File: src/rtl/mips5_pipeline_core.sv
`default_nettype none
// ============================================================================
// Module   : mips5_pipeline_core
// Brief    : 5-stage in-order MIPS-subset core, interlocked (no forwarding).
// Revision : 1.0 - initial release
// ============================================================================
module mips5_pipeline_core #(
    parameter int ADDRESS_SIZE = 32,
    parameter int DATA_SIZE    = 32
) (
    input  logic                    clock,
    input  logic                    reset_n,
    output logic                    im_write_enable,
    output logic [ADDRESS_SIZE-1:0] im_write_address,
    output logic [DATA_SIZE-1:0]    im_write_data,
    output logic [ADDRESS_SIZE-1:0] im_read_address,
    input  logic [DATA_SIZE-1:0]    im_read_data,
    output logic                    dm_write_enable,
    output logic [ADDRESS_SIZE-1:0] dm_write_address,
    output logic [DATA_SIZE-1:0]    dm_write_data,
    output logic [ADDRESS_SIZE-1:0] dm_read_address,
    input  logic [DATA_SIZE-1:0]    dm_read_data
);

    localparam logic [5:0] c_OP_RTYPE = 6'h00;
    localparam logic [5:0] c_OP_ADDI  = 6'h08;
    localparam logic [5:0] c_OP_LW    = 6'h23;
    localparam logic [5:0] c_OP_SW    = 6'h2B;
    localparam logic [5:0] c_OP_BEQ   = 6'h04;
    localparam logic [5:0] c_FN_ADD   = 6'h20;
    localparam logic [5:0] c_FN_SUB   = 6'h22;
    localparam logic [5:0] c_FN_AND   = 6'h24;
    localparam logic [5:0] c_FN_OR    = 6'h25;
    localparam logic [5:0] c_FN_SLT   = 6'h2A;

    logic [ADDRESS_SIZE-1:0] r_pc;
    logic [ADDRESS_SIZE-1:0] r_if_id_pc;
    logic                    r_if_id_valid;
    logic [DATA_SIZE-1:0]    IF_ID_IR;

    logic [DATA_SIZE-1:0]    ID_EX_A, ID_EX_B, ID_EX_imm;
    logic [4:0]              ID_EX_rd, ID_EX_rt, ID_EX_rs;
    logic [5:0]              ID_EX_op, ID_EX_funct;
    logic                    ID_EX_valid;
    logic [ADDRESS_SIZE-1:0] ID_EX_pc;

    logic [DATA_SIZE-1:0]    EX_MEM_result, EX_MEM_B;
    logic [4:0]              EX_MEM_dest;
    logic [5:0]              EX_MEM_op;
    logic                    EX_MEM_valid;

    logic [DATA_SIZE-1:0]    MEM_WB_result, MEM_WB_data;
    logic [4:0]              MEM_WB_dest;
    logic [5:0]              MEM_WB_op;
    logic                    MEM_WB_valid;

    logic [4:0]              WB_dest;
    logic [DATA_SIZE-1:0]    WB_value;
    logic                    WB_WEenable;

    logic                    ex_stall_c, mem_stall_c;

    logic [DATA_SIZE-1:0]    regs [0:31];

    // Decode fields of the instruction sitting in ID.
    logic [5:0]              w_id_op;
    logic [4:0]              w_id_rs, w_id_rt, w_id_rd;
    logic [DATA_SIZE-1:0]    w_id_imm, w_id_a, w_id_b;
    logic                    w_id_uses_rt;

    assign w_id_op      = IF_ID_IR[31:26];
    assign w_id_rs      = IF_ID_IR[25:21];
    assign w_id_rt      = IF_ID_IR[20:16];
    assign w_id_rd      = IF_ID_IR[15:11];
    assign w_id_imm     = {{(DATA_SIZE-16){IF_ID_IR[15]}}, IF_ID_IR[15:0]};
    assign w_id_uses_rt = (w_id_op == c_OP_RTYPE) || (w_id_op == c_OP_SW) ||
                          (w_id_op == c_OP_BEQ);

    // Write-through: a register committed this cycle is visible to ID already.
    assign w_id_a = (w_id_rs == 5'd0) ? '0 :
                    (WB_WEenable && (WB_dest == w_id_rs)) ? WB_value : regs[w_id_rs];
    assign w_id_b = (w_id_rt == 5'd0) ? '0 :
                    (WB_WEenable && (WB_dest == w_id_rt)) ? WB_value : regs[w_id_rt];

    logic [DATA_SIZE-1:0]    w_ex_result;
    logic [4:0]              w_ex_dest;

    always_comb begin
        w_ex_result = '0;
        w_ex_dest   = 5'd0;
        if (ID_EX_valid) begin
            case (ID_EX_op)
                c_OP_RTYPE: begin
                    case (ID_EX_funct)
                        c_FN_ADD: begin w_ex_result = ID_EX_A + ID_EX_B; w_ex_dest = ID_EX_rd; end
                        c_FN_SUB: begin w_ex_result = ID_EX_A - ID_EX_B; w_ex_dest = ID_EX_rd; end
                        c_FN_AND: begin w_ex_result = ID_EX_A & ID_EX_B; w_ex_dest = ID_EX_rd; end
                        c_FN_OR:  begin w_ex_result = ID_EX_A | ID_EX_B; w_ex_dest = ID_EX_rd; end
                        c_FN_SLT: begin
                            w_ex_result = {{(DATA_SIZE-1){1'b0}},
                                           ($signed(ID_EX_A) < $signed(ID_EX_B))};
                            w_ex_dest   = ID_EX_rd;
                        end
                        default: ;
                    endcase
                end
                c_OP_ADDI, c_OP_LW: begin
                    w_ex_result = ID_EX_A + ID_EX_imm;
                    w_ex_dest   = ID_EX_rt;
                end
                c_OP_SW: w_ex_result = ID_EX_A + ID_EX_imm;
                default: ;
            endcase
        end
    end

    logic                    w_taken;
    logic [ADDRESS_SIZE-1:0] w_branch_target;
    logic                    w_stall;

    assign w_taken         = ID_EX_valid && (ID_EX_op == c_OP_BEQ) && (ID_EX_A == ID_EX_B);
    assign w_branch_target = ID_EX_pc + {{(ADDRESS_SIZE-1){1'b0}}, 1'b1} +
                             ADDRESS_SIZE'(ID_EX_imm);

    assign ex_stall_c  = ID_EX_valid && (w_ex_dest != 5'd0) &&
                         ((w_ex_dest == w_id_rs) || (w_id_uses_rt && (w_ex_dest == w_id_rt)));
    assign mem_stall_c = EX_MEM_valid && (EX_MEM_dest != 5'd0) &&
                         ((EX_MEM_dest == w_id_rs) || (w_id_uses_rt && (EX_MEM_dest == w_id_rt)));
    assign w_stall     = ex_stall_c || mem_stall_c;

    assign WB_dest     = MEM_WB_dest;
    assign WB_value    = (MEM_WB_op == c_OP_LW) ? MEM_WB_data : MEM_WB_result;
    assign WB_WEenable = MEM_WB_valid && (MEM_WB_dest != 5'd0);

    assign im_write_enable  = 1'b0;
    assign im_write_address = '0;
    assign im_write_data    = '0;
    assign im_read_address  = r_pc;

    assign dm_read_address  = ADDRESS_SIZE'(EX_MEM_result);
    assign dm_write_address = ADDRESS_SIZE'(EX_MEM_result);
    assign dm_write_data    = EX_MEM_B;
    assign dm_write_enable  = EX_MEM_valid && (EX_MEM_op == c_OP_SW);

    always_ff @(posedge clock or negedge reset_n) begin
        if (!reset_n) begin
            r_pc          <= '0;
            r_if_id_pc    <= '0;
            r_if_id_valid <= 1'b0;
            IF_ID_IR      <= '0;
            ID_EX_A       <= '0;
            ID_EX_B       <= '0;
            ID_EX_imm     <= '0;
            ID_EX_rd      <= '0;
            ID_EX_rt      <= '0;
            ID_EX_rs      <= '0;
            ID_EX_op      <= '0;
            ID_EX_funct   <= '0;
            ID_EX_valid   <= 1'b0;
            ID_EX_pc      <= '0;
            EX_MEM_result <= '0;
            EX_MEM_B      <= '0;
            EX_MEM_dest   <= '0;
            EX_MEM_op     <= '0;
            EX_MEM_valid  <= 1'b0;
            MEM_WB_result <= '0;
            MEM_WB_data   <= '0;
            MEM_WB_dest   <= '0;
            MEM_WB_op     <= '0;
            MEM_WB_valid  <= 1'b0;
        end else begin
            // A taken branch wins over any interlock raised by the wrong-path ID.
            if (w_taken) begin
                r_pc          <= w_branch_target;
                IF_ID_IR      <= '0;
                r_if_id_valid <= 1'b0;
            end else if (!w_stall) begin
                r_pc          <= r_pc + {{(ADDRESS_SIZE-1){1'b0}}, 1'b1};
                IF_ID_IR      <= im_read_data;
                r_if_id_pc    <= r_pc;
                r_if_id_valid <= 1'b1;
            end

            if (w_taken || w_stall) begin
                ID_EX_A     <= '0;
                ID_EX_B     <= '0;
                ID_EX_imm   <= '0;
                ID_EX_rd    <= '0;
                ID_EX_rt    <= '0;
                ID_EX_rs    <= '0;
                ID_EX_op    <= '0;
                ID_EX_funct <= '0;
                ID_EX_valid <= 1'b0;
                ID_EX_pc    <= '0;
            end else begin
                ID_EX_A     <= w_id_a;
                ID_EX_B     <= w_id_b;
                ID_EX_imm   <= w_id_imm;
                ID_EX_rd    <= w_id_rd;
                ID_EX_rt    <= w_id_rt;
                ID_EX_rs    <= w_id_rs;
                ID_EX_op    <= w_id_op;
                ID_EX_funct <= IF_ID_IR[5:0];
                ID_EX_valid <= r_if_id_valid;
                ID_EX_pc    <= r_if_id_pc;
            end

            EX_MEM_result <= w_ex_result;
            EX_MEM_B      <= ID_EX_B;
            EX_MEM_dest   <= w_ex_dest;
            EX_MEM_op     <= ID_EX_op;
            EX_MEM_valid  <= ID_EX_valid;

            MEM_WB_result <= EX_MEM_result;
            MEM_WB_data   <= dm_read_data;
            MEM_WB_dest   <= EX_MEM_dest;
            MEM_WB_op     <= EX_MEM_op;
            MEM_WB_valid  <= EX_MEM_valid;
        end
    end

    always_ff @(posedge clock or negedge reset_n) begin
        if (!reset_n) begin
            for (int i = 0; i < 32; i++) regs[i] <= '0;
        end else if (WB_WEenable) begin
            regs[WB_dest] <= WB_value;
        end
    end

    // Fields carried for observability only.
    logic w_unused;
    assign w_unused = ^{ID_EX_rs, IF_ID_IR[10:6]};

endmodule
`default_nettype wire

File: config.mk
export PLATFORM = sky130hd
export DESIGN_NAME = mips5_pipeline_core
export DESIGN_NICKNAME = d
export VERILOG_FILES = /design/src/rtl/mips5_pipeline_core.sv
export SDC_FILE = /design/constraint.sdc
export NUM_CORES = 2
export LEC_CHECK = 0
export CORE_MARGIN = 3
export CORE_UTILIZATION = 56
export CTS_CLUSTER_DIAMETER = 200
export DETAILED_ROUTE_END_ITERATION = 6
export DONT_BUFFER_PORTS = 1
export GPL_TIMING_DRIVEN = 0
export PLACE_DENSITY_LB_ADDON = 0.12
export SLEW_MARGIN = 20
export SYNTH_ARGS = -nofsm -noshare
export SYNTH_HDL_FRONTEND = slang
export SYNTH_SLANG_ARGS = --single-unit
File: constraint.sdc
create_clock -name clock -period 11.3 [get_ports clock]
set_input_delay 2.26 -clock clock [delete_from_list [all_inputs] [get_ports clock]]
set_output_delay 2.26 -clock clock [all_outputs]
set_load 0.1 [all_outputs]
==> results by group <==
Clocking
  • Clock tree from TritonCTS: yes
  • Skew-Pair Late Insertion Delay: 0.81 ns
  • Clock buffer depth: 3
  • Clock root cell: clkbuf_16
  • Post_cts resized: 0
  • H-tree Lvls: 4
  • Clk sinks: 1397
  • Clock transition at the registers of the reported paths: 0.06 ns
  • Hold Buf Count CTS: 0
  • # Post-CTS Setup Buffers: 0
  • Total CTS buffers: 148

Synth
  • Leading area contributor after synthesis: dfrtp_1
  • FFs w/ async S/R, synth: 1.00
  • Count leader, synth: dfrtp_1
  • Netlist cell types: 95
  • Synth cell count leaders: dfrtp_1, nor2_1, a21oi_1
  • Largest cells by area after synthesis: dfrtp_1, mux4_2, a21oi_1
  • Yosys warning count: 0
  • Gate Count Post-Synth: 6645
  • Synthesized cell area: 73700 sq um
  • Share of Yosys cell area claimed by the top area cell type: 0.474
  • Seq cells post-synth: 1397
  • Ys flop type: dfrtp_1
  • Post-synthesis sequential area ratio: 0.474
  • Synth Area per Inst: 11.1 sq um
  • Post-synth EDFFs: 0

Layout
  • Share of post-route cells with drive strength above 1: 0.163
  • Fillcell total: 10500
  • Final nets: 7109
  • Finished Layout Cells: 8751
  • Layout Area Growth over Synthesis: 11.1%

Drt
  • 1st-pass router iterations: 7
  • Vias/cell: 6.49
  • Post-route DRC: 9
  • Via Count: 56800
  • Final wirelength: 254000 microns
  • DR iter-0 viols: 6857
  • Post-DRT Antenna Nets: 0
  • WL/cell: 29.0 microns

Pwr
  • PwrDens: 155 nW/um^2
  • Peak supply drop: 137 uV
  • Leakage: 35.8 nW

Hold path
  • HP Class: flop to flop

Timing
  • Fin crit period: 5.44 ns
  • RSZ-0062 raised after global routing: false
  • Worst-margin pin slew: 1.27 ns
  • Final Hold Viols: 0
  • Max Clock Skew: 0.0287 ns
  • Setup violators final: 0
  • Final Max Slew Viols: 0
  • Slew Limit Headroom: 0.150
  • Setup tns final: 0 ns
  • Fmax: 184 MHz
  • Period utilization: 0.481

Global routing
  • Number of global-route vias before repair: 56400
  • GRT Overall Usage: 0.375
  • Largest net degree at the start of global routing: 243
  • Total gr overflow: 0
  • Initial antenna violation count: 21
  • First-pass GRT wire length: 372000 microns

Placement
  • Placed instance count: 8463
  • Port Buf Inserts: 0
  • Routability Congestion: 0.971
  • Hpwl dp: 197000 microns

Floorplan
  • Initial core utilization: 0.567
  • Core footprint: 130000 sq um
  • Die Ht: 369 microns
  • Full die area: 136000 sq um
  • Floorplan row count: 132
  • Die Wd: 369 microns
  • I/O pin cnt: 260

Worst setup path
  • Setup crit end kind: flop
  • Buf/Inv on CP: 4
  • Worst-path cell chain: clkbuf_1 > inv_1 > clkbuf_1 > ha_1 > inv_1 > fa_1 > a21oi_1 > o21ai_0 > nand2_1 > a21boi_0 > a2bb2oi_1 > a31oi_1 > o32ai_1 > a311oi_1 > xnor2_1 > mux2_2
  • Register-to-register setup slack: 5.86 ns
  • Critical path's top delay family: compound AO/OA/AOI/OAI gates
  • Setup crit start kind: flop
  • Critical path type: flop to flop
  • Critical path's slowest cell: o32ai_1
  • Critical Path RT: 11.98 ns
  • Worst-path maximum fanout: 10
  • CP max stage delay: 0.66 ns
  • Critical Path AT: 6.12 ns

Job
  • Max-cap violations: 0

Status
  • Status: finished with violations
  • Violated checks: DRC
==> logic make-up after synthesis <==
kind of cell | share of synthesized area
simple gates | 0.103
xor+xnor | 0.0159
compound gates | 0.117
buf+inv | 0.0455
flops | 0.474
other cells | 0.0000509
fa+ha+maj | 0.0293
mux | 0.215
==> stage by stage <==
step | hold slack (ns) | power, mW | utilization | setup slack (ns) | instance area, sq um
after floorplan | 0.346 | 6.95 | - | 7.62 | 74000
after global placement | 0.351 | 7.35 | 0.585 | 5.65 | 76200
after detailed placement | 0.354 | 7.48 | 0.588 | 5.97 | 76500
after CTS | 0.365 | 12.7 | 0.628 | 5.97 | 81800
after global routing | 0.384 | 13.1 | 0.629 | 5.59 | 81900
final | 0.362 | 12.7 | 0.629 | 5.86 | 81900
==> placed cells by master (no fill, tap or decap), types with 13 or more instances in the layout <==
master / count
dfrtp_1: 1392
nor2_1: 818
a21oi_1: 725
nand2_1: 689
mux4_2: 640
o21ai_0: 576
clkbuf_1: 488
ha_1: 166
clkbuf_16: 149
inv_1: 117
buf_4: 99
xnor2_1: 77
and2_1: 68
conb_1: 65
mux2i_1: 63
xor2_1: 57
buf_1: 53
nand3_1: 46
clkbuf_8: 36
mux2_2: 34
a211oi_1: 34
buf_2: 32
nor3_1: 32
a21o_1: 32
mux2_1: 32
and3_1: 29
o21a_1: 24
clkinv_2: 23
clkbuf_2: 21
nor2b_1: 19
o22ai_1: 19
nand2b_1: 18
bufinv_16: 17
nand4_1: 16
o21bai_1: 15
o211ai_1: 15
diode_2: 14
a22oi_1: 14
a31oi_1: 13
==> layout make-up <==
class / count / area (sq um) / area share
well taps: 1742 / 2180 / 0.0266
multi-input cells: 4523 / 35700 / 0.436
clock buffers: 208 / 4310 / 0.0526
inverters: 119 / 447 / 0.00545
plain buffers: 670 / 2960 / 0.0361
repair buffers: 14 / 337 / 0.00411
clock inverters: 64 / 940 / 0.0115
flip-flops and latches: 1397 / 35000 / 0.427
diodes: 14 / 35.0 / 0.000428
==> power by group <==
part | leakage (nW) | internal (mW) | switching, mW
Sequential | 19.1 | 5.21 | 0.645
Clock | 2.57 | 3.08 | 2.17
Combinational | 14.1 | 0.577 | 0.993
==> flip-flops by register name, summed over array words and instances, names as in the netlist, 5 cells and up <==
signal and count:
EX_MEM_dest 5, EX_MEM_op 6, ID_EX_A 32, ID_EX_B 32, ID_EX_funct 5, ID_EX_imm 7
ID_EX_op 6, ID_EX_pc 32, ID_EX_rt 5, IF_ID_IR 32, MEM_WB_data 32, MEM_WB_dest 5
MEM_WB_op 6, MEM_WB_result 32, dm_read_address 32, dm_write_data 32, im_read_address 32, r_if_id_pc 32
regs 1024
==> final timing paths <==
check | start | to | depth (start not counted)
max in group asynchronous | reset_n | regs[151]$_DFFE_PN0P_ | 4
worst min register to register | EX_MEM_op[0]$_DFF_PN0_ | MEM_WB_op[0]$_DFF_PN0_ | 0
worst max register to register | ID_EX_funct[0]$_DFF_PN0_ | im_read_address[30]$_DFFE_PN0P_ | 16
worst max-delay path | ID_EX_funct[0]$_DFF_PN0_ | im_read_address[30]$_DFFE_PN0P_ | 16
min in group asynchronous | reset_n | dm_write_data[5]$_DFF_PN0_ | 1
worst min-delay path | EX_MEM_op[0]$_DFF_PN0_ | MEM_WB_op[0]$_DFF_PN0_ | 0
==> metal layers <==
metal	wire length, microns	vias to the layer above	global-route usage
li1	-	24100	-
met1	97100	29000	0.505
met2	115000	3041	0.568
met3	28100	559	0.107
met4	13200	8	0.174
met5	120	-	0
Note: power is estimated with default switching activity, not from simulation.
